File: config.mk
export PLATFORM = sky130hd
export DESIGN_NAME = frame_arbiter
export DESIGN_NICKNAME = d
export VERILOG_FILES = /design/src/rtl/frame_arbiter.sv
export SDC_FILE = /design/constraint.sdc
export NUM_CORES = 1
export LEC_CHECK = 0
export ABC_CLOCK_PERIOD_IN_PS = 1650
export BUFFER_PORTS_ARGS = -buffer_cell sky130_fd_sc_hd__buf_2
export CAP_MARGIN = 20
export CORE_ASPECT_RATIO = 0.5
export CORE_UTILIZATION = 39
export CTS_CLUSTER_SIZE = 16
export DETAILED_ROUTE_END_ITERATION = 12
export PLACE_DENSITY = 0.75
export SLEW_MARGIN = 20
export SYNTH_ARGS = -nofsm -noshare
export SYNTH_HDL_FRONTEND = slang
export SYNTH_SLANG_ARGS = --single-unit
File: constraint.sdc
create_clock -name clk_i -period 1.65 [get_ports clk_i]
set_clock_uncertainty 0.15 [all_clocks]
set_input_delay 0.165 -clock clk_i [delete_from_list [all_inputs] [get_ports clk_i]]
set_output_delay 0.165 -clock clk_i [all_outputs]
set_load 0.03 [all_outputs]
File: src/rtl/frame_arbiter.sv
// Round-robin arbiter that turns one granted requester's transaction into a
// serial command frame, waits for the response, then reports done/err.
// Optional macro ARB_TIMEOUT_EN adds a response-wait timeout.

package frame_arbiter_pkg;
  localparam int unsigned ADDR_WIDTH = 16;
  localparam int unsigned DATA_WIDTH = 8;

  typedef enum logic {
    CMD_READ  = 1'b0,
    CMD_WRITE = 1'b1
  } cmd_e;

  typedef struct packed {
    logic                  start;
    cmd_e                  cmd;
    logic [ADDR_WIDTH-1:0] addr;
    logic [DATA_WIDTH-1:0] data;
    logic                  stop;
  } serial_frame_t;
endpackage

module frame_arbiter
  import frame_arbiter_pkg::*;
#(
  parameter int unsigned NUM_REQ        = 2,
  parameter int unsigned TIMEOUT_CYCLES = 64
) (
  input  logic                          clk_i,
  input  logic                          rst_ni,
  input  logic [NUM_REQ-1:0]            req_i,
  input  logic [NUM_REQ*ADDR_WIDTH-1:0] addr_i,
  input  logic [NUM_REQ*DATA_WIDTH-1:0] wdata_i,
  input  logic [NUM_REQ-1:0]            we_i,
  output logic [NUM_REQ-1:0]            gnt_o,
  output logic [NUM_REQ-1:0]            done_o,
  output logic [NUM_REQ-1:0]            err_o,
  output logic                          frame_valid_o,
  output serial_frame_t                 frame_o,
  input  logic                          frame_ready_i,
  input  logic                          resp_valid_i,
  input  logic                          resp_err_i
);

  localparam int unsigned IDX_W = (NUM_REQ > 1) ? $clog2(NUM_REQ) : 1;

  // Reject out-of-range configurations at elaboration.
  if (NUM_REQ < 2 || NUM_REQ > 8) begin : g_bad_num_req
    $error("frame_arbiter: NUM_REQ must be 2..8");
  end
  if (TIMEOUT_CYCLES < 1 || TIMEOUT_CYCLES > 255) begin : g_bad_timeout
    $error("frame_arbiter: TIMEOUT_CYCLES must be 1..255");
  end

  typedef enum logic [1:0] {
    ARB_IDLE,
    ARB_SEND,
    ARB_WAIT,
    ARB_DONE
  } arb_state_e;

  arb_state_e           state_q, state_d;
  logic [IDX_W-1:0]     ptr_q, ptr_d;
  logic [IDX_W-1:0]     win_q, win_d;
  logic [NUM_REQ-1:0]   gnt_q, gnt_d;
  logic [NUM_REQ-1:0]   done_q, done_d;
  logic [NUM_REQ-1:0]   err_q, err_d;
  logic                 fvalid_q, fvalid_d;
  serial_frame_t        frame_q, frame_d;

  logic                  pick_found;
  logic [IDX_W-1:0]      pick_idx;
  logic [ADDR_WIDTH-1:0] sel_addr;
  logic [DATA_WIDTH-1:0] sel_wdata;
  logic                  sel_we;

`ifdef ARB_TIMEOUT_EN
  localparam int unsigned CNT_W = 8;
  logic [CNT_W-1:0] cnt_q, cnt_d;
`endif

  // Round-robin search: first requester at or after the pointer, wrapping.
  always_comb begin
    int unsigned cand;
    cand       = 0;
    pick_found = 1'b0;
    pick_idx   = '0;
    for (int unsigned i = 0; i < NUM_REQ; i++) begin
      cand = int'(ptr_q) + i;
      if (cand >= NUM_REQ) cand = cand - NUM_REQ;
      if (!pick_found && req_i[IDX_W'(cand)]) begin
        pick_found = 1'b1;
        pick_idx   = IDX_W'(cand);
      end
    end
  end

  // Payload mux for the selected requester.
  always_comb begin
    sel_addr  = '0;
    sel_wdata = '0;
    sel_we    = 1'b0;
    for (int unsigned i = 0; i < NUM_REQ; i++) begin
      if (IDX_W'(i) == pick_idx) begin
        sel_addr  = addr_i[i*ADDR_WIDTH +: ADDR_WIDTH];
        sel_wdata = wdata_i[i*DATA_WIDTH +: DATA_WIDTH];
        sel_we    = we_i[i];
      end
    end
  end

  // Next-state and registered-output logic.
  always_comb begin
    state_d  = state_q;
    ptr_d    = ptr_q;
    win_d    = win_q;
    gnt_d    = gnt_q;
    done_d   = '0;
    err_d    = '0;
    fvalid_d = fvalid_q;
    frame_d  = frame_q;
`ifdef ARB_TIMEOUT_EN
    cnt_d    = cnt_q;
`endif
    case (state_q)
      ARB_IDLE: begin
        if (pick_found) begin
          win_d         = pick_idx;
          gnt_d         = NUM_REQ'(1) << pick_idx;
          frame_d.start = 1'b1;
          frame_d.cmd   = sel_we ? CMD_WRITE : CMD_READ;
          frame_d.addr  = sel_addr;
          frame_d.data  = sel_we ? sel_wdata : '0;
          frame_d.stop  = 1'b1;
          fvalid_d      = 1'b1;
          state_d       = ARB_SEND;
        end
      end
      ARB_SEND: begin
        if (fvalid_q && frame_ready_i) begin
          fvalid_d = 1'b0;
          state_d  = ARB_WAIT;
`ifdef ARB_TIMEOUT_EN
          cnt_d    = '0;
`endif
        end
      end
      ARB_WAIT: begin
        if (resp_valid_i) begin
          done_d  = gnt_q;
          err_d   = resp_err_i ? gnt_q : '0;
          state_d = ARB_DONE;
        end
`ifdef ARB_TIMEOUT_EN
        else if (cnt_q == CNT_W'(TIMEOUT_CYCLES - 1)) begin
          done_d  = gnt_q;
          err_d   = gnt_q;
          state_d = ARB_DONE;
        end else begin
          cnt_d = cnt_q + CNT_W'(1);
        end
`endif
      end
      ARB_DONE: begin
        gnt_d   = '0;
        ptr_d   = (win_q == IDX_W'(NUM_REQ - 1)) ? '0 : win_q + IDX_W'(1);
        state_d = ARB_IDLE;
      end
      default: state_d = ARB_IDLE;
    endcase
  end

  // State and output registers with synchronous active-low reset.
  always_ff @(posedge clk_i) begin
    if (!rst_ni) begin
      state_q  <= ARB_IDLE;
      ptr_q    <= '0;
      win_q    <= '0;
      gnt_q    <= '0;
      done_q   <= '0;
      err_q    <= '0;
      fvalid_q <= 1'b0;
      frame_q  <= '0;
    end else begin
      state_q  <= state_d;
      ptr_q    <= ptr_d;
      win_q    <= win_d;
      gnt_q    <= gnt_d;
      done_q   <= done_d;
      err_q    <= err_d;
      fvalid_q <= fvalid_d;
      frame_q  <= frame_d;
    end
  end

`ifdef ARB_TIMEOUT_EN
  // Response-wait counter.
  always_ff @(posedge clk_i) begin
    if (!rst_ni) cnt_q <= '0;
    else         cnt_q <= cnt_d;
  end
`endif

  assign gnt_o         = gnt_q;
  assign done_o        = done_q;
  assign err_o         = err_q;
  assign frame_valid_o = fvalid_q;
  assign frame_o       = frame_q;

endmodule

==> out/summary.md <==
* summed instance area of the synthesized netlist: 0.001630 mm²
* floorplan die height: 47.72 µm
* cell-internal power: 1.976 mW
* leakage power figure: 1.270 nW
* number of synthesized flops with an enable pin: 0
* post-route antenna net violation count: 0
* biggest fanout along the worst timing path: 4
* Hold Crit Start: wdata_i[12]
* status: finished clean
* XOR/XNOR Fraction of Synth Area: 0%
* post-synthesis mux area share: 9.210%
* Slowest cell on crit path: sky130_fd_sc_hd__dfxtp_2
* Compound-Gate Fraction of Synth Area: 18.19%
* startpoint of the lowest-slack register-to-register path: state_q[0]$_SDFFE_PN0P_
* starting density of the core: 41.34%
* post-route insts no fill: 353
* highest attainable clock frequency: 642.2 MHz
* dominant combinational cell family by area after synthesis: compound AO/OA/AOI/OAI gates
* maximum number of pins on one net before global-route repair: 19
* number of endpoints with negative hold slack in the final report: 0
* share of total power in the clock network: 18.0%
* DIE AREA: 0.004459 mm²
* critical path capture point type: flip-flop
* dominant register cell in the synthesized netlist: sky130_fd_sc_hd__dfxtp_1
* kind of start point of the critical path: flip-flop
* CP Data Arrival Time: 1.61 ns
* remaining design rule violation count: 0
* area fraction of the dominant cell type after synthesis: 45.43%
* depth of the CTS H-tree: 2
* number of clock sinks seen by CTS: 37
* clock root cell: sky130_fd_sc_hd__clkbuf_8
* top cells by area in the synthesized netlist: sky130_fd_sc_hd__dfxtp_1 (45%), sky130_fd_sc_hd__mux2i_1 (9.2%), sky130_fd_sc_hd__nand2_1 (6.7%)
* Clock Latency Late Sink: 0.28 ns
* Post-Place Cells: 315
* all-layer global routing usage: 18.49%
* final max-slew violation count: 0
* Total Negative Setup Slacks: 0 ns
* mean cell area of the mapped netlist: 9.159 µm²
* Worst Hold Class: input port to flip-flop
* most common cell after layout, fill and taps aside: sky130_fd_sc_hd__buf_2
* count of cells along the worst register-to-register path: 6
* Worst Hold Depth: 3
* Tightest Pin Transition: 0.4246 ns
* final net count: 360
* post-synth top area cell: sky130_fd_sc_hd__dfxtp_1
* most used cells in the layout excluding fill and tap cells: sky130_fd_sc_hd__buf_2 (90), sky130_fd_sc_hd__dfxtp_1 (35), sky130_fd_sc_hd__nand2_1 (29)
* synthesized-area fraction occupied by and/or/nand/nor cells: 17.42%
* net switching power of the design: 1.356 mW
* clock buffer depth: 2
* GR Overflow Total: 0
* count of final setup violators: 0
* setup slack of the most critical reg-to-reg path: 0.09 ns
* antenna diode instance count: 0
* critical-path cell list: buf_4 -> ha_1 -> a222oi_1 -> buf_4 -> nand3_1 -> o21ai_0
* post-synthesis cell count: 178
* via count of the routed design: 1697
* delay of the slowest cell on the worst path: 0.32 ns
* number of input and output port buffers inserted: 90
* switching portion of total power: 40.69%
* power density over the cells: 1331 mW/mm²
* DP Wirelength: 2829 µm
* Seq pwr share: 37.3%
* number of I/O pins: 91
* clock tree from TritonCTS: built
* arithmetic-cell share of the synthesized area counting full adders, half adders and majority gates: 3.837%
* CP dominant cell by count: sky130_fd_sc_hd__buf_4
* async set or reset register ratio after synthesis: 0%
* Detailed Route WL: 4367 µm
* vias in the first global route: 1414
* Worst Hold Endpoint: frame_o[5]$_SDFFE_PN0P_
* fraction of final layout cells with drive strength greater than 1: 38.46%
* peak ir drop on the vdd network: 0.6962 mV
* initial antenna violation count: 0
* Layout area overhead: 53.57%
* worst slew slack as a fraction of its limit: 71.60%
* post-route core utilization: 63.48%
* global-route wire length before repair: 6237 µm
* Setup CP Type: flip-flop to flip-flop
* width of the die: 93.44 µm
* Tmin final: 1.557 ns
* average wire per standard cell: 12.37 µm
* cell row count: 16
* post-synthesis net count: 240
* Worst Hold Slack: 0.002880 ns
* portion of the post-synthesis area used by sequential elements: 45.43%
* number of distinct library cells after synthesis: 35
* Vias per Instance: 4.807
* period utilization: 94.38%
* Synth Register Bits: 37
* total clock buffers created by CTS: 5
* number of warnings issued by yosys: 0
* placeable core region: 0.003944 mm²
* max-capacitance violation count: 0
* CTS clock-pin slew for the worst setup and hold paths: 0.07 ns
* fraction of power consumed by combinational cells: 44.7%
* Initial DRC Count: 82
* first drt pass iteration count: 4
* overall power after layout: 3.332 mW
* RR Endpoint: state_q[1]$_SDFFE_PN0P_
* routability cong.: 0.8817
* required time worst endpoint: 1.71 ns
stage by stage:
| stage | worst slack (ns) | instance area, µm² |
|---|---|---|
| global placement | 0.01218 | 2105 |
| finish | 0.09274 | 2504 |
| floorplan | 0.07924 | 1630 |
| global route | -0.01006 | 2504 |
| detailed placement | -0.03851 | 2105 |
| CTS | 0.03055 | 2479 |
cell usage after synthesis, types with 2 or more instances:
library cell and count:
sky130_fd_sc_hd__a22oi_1 12, sky130_fd_sc_hd__nor2b_1 3, sky130_fd_sc_hd__buf_2 5, sky130_fd_sc_hd__nand2_1 29, sky130_fd_sc_hd__and2_1 4, sky130_fd_sc_hd__o21ai_0 9
sky130_fd_sc_hd__nand3_1 10, sky130_fd_sc_hd__mux2i_1 15, sky130_fd_sc_hd__a21boi_0 2, sky130_fd_sc_hd__ha_1 5, sky130_fd_sc_hd__inv_1 4, sky130_fd_sc_hd__buf_4 3
sky130_fd_sc_hd__nor2_1 8, sky130_fd_sc_hd__a21oi_1 5, sky130_fd_sc_hd__o21ai_1 8, sky130_fd_sc_hd__dfxtp_1 37
area by class of cell:
type,instances,area (µm²)
tap,54,67.56
timing repair buffer,125,783.3
fill,338,1440
clock inverter,2,10.01
multi-input combinational,125,812.0
clock buffer,6,72.57
inverter,4,15.01
sequential,37,743.2
power groups by stage:
stage | clock network [mW] | logic [mW] | registers, mW
6_report | 0.600 | 1.49 | 1.24
5_1_grt | 0.663 | 1.61 | 1.27
4_1_cts | 0.616 | 1.45 | 1.24
3_5_place_dp | 0 | 1.37 | 1.25
3_3_place_gp | 0 | 1.34 | 1.25
2_1_floorplan | 0 | 0.566 | 1.66
worst max path at each step:
stage,start,endpoint,slack [ns]
floorplan,state_q[0]$_SDFFE_PN0P_,state_q[1]$_SDFFE_PN0P_,0.08
global placement,state_q[1]$_SDFFE_PN0P_,state_q[1]$_SDFFE_PN0P_,0.01
detailed placement,state_q[1]$_SDFFE_PN0P_,frame_o[9]$_SDFFE_PN0P_,-0.04
CTS,state_q[1]$_SDFFE_PN0P_,frame_o[14]$_SDFFE_PN0P_,0.03
global route,state_q[0]$_SDFFE_PN0P_,state_q[1]$_SDFFE_PN0P_,-0.01
finish,state_q[0]$_SDFFE_PN0P_,state_q[1]$_SDFFE_PN0P_,0.09
logic make-up (layout without fill, tap and decap cells):
group                    Yosys count  in the layout
flip-flops                        37             37
buffers and inverters             16            137
AO/OA/AOI/OAI                     45             45
AND/OR/NAND/NOR                   60             60
multiplexers                      15             15
adder cells (fa/ha/maj)            5              5
per-layer routing:
metal	vias to the layer above	GRT usage, %	share of wire (%)
met3	4	4.921	4.6
met1	776	21.48	43
met5	-	0	0
met2	49	34.85	52
met4	0	6.462	0.80
li1	868	-	-
state kept, by name (all words and copies together), names as in the netlist:
| signal | cells |
|---|---|
| ptr_q | 1 |
| state_q | 2 |
| frame_valid_o | 1 |
| win_q | 1 |
| done_o | 2 |
| frame_o | 26 |
| gnt_o | 2 |
| err_o | 2 |
critical path, delay by kind of cell (launching register included):
| kind | cells | cell delay, ns |
|---|---|---|
| AOI/OAI and AO/OA | 2 | 0.39 |
| adders and majority gates | 1 | 0.23 |
| buffers and inverters | 2 | 0.31 |
| DFF | 1 | 0.32 |
| and+or+nand+nor | 1 | 0.08 |
what timing repair did:
action | in CTS | in global routing
hold endpoints to repair | 16 | 0
endpoints found under the setup margin | 12 | 17
pin swaps | 1 | 1
gates resized for setup | 2 | 5
buffers inserted | 1 | 1
hold buffers | 28 | 0
Note: power is estimated with default switching activity, not from simulation.
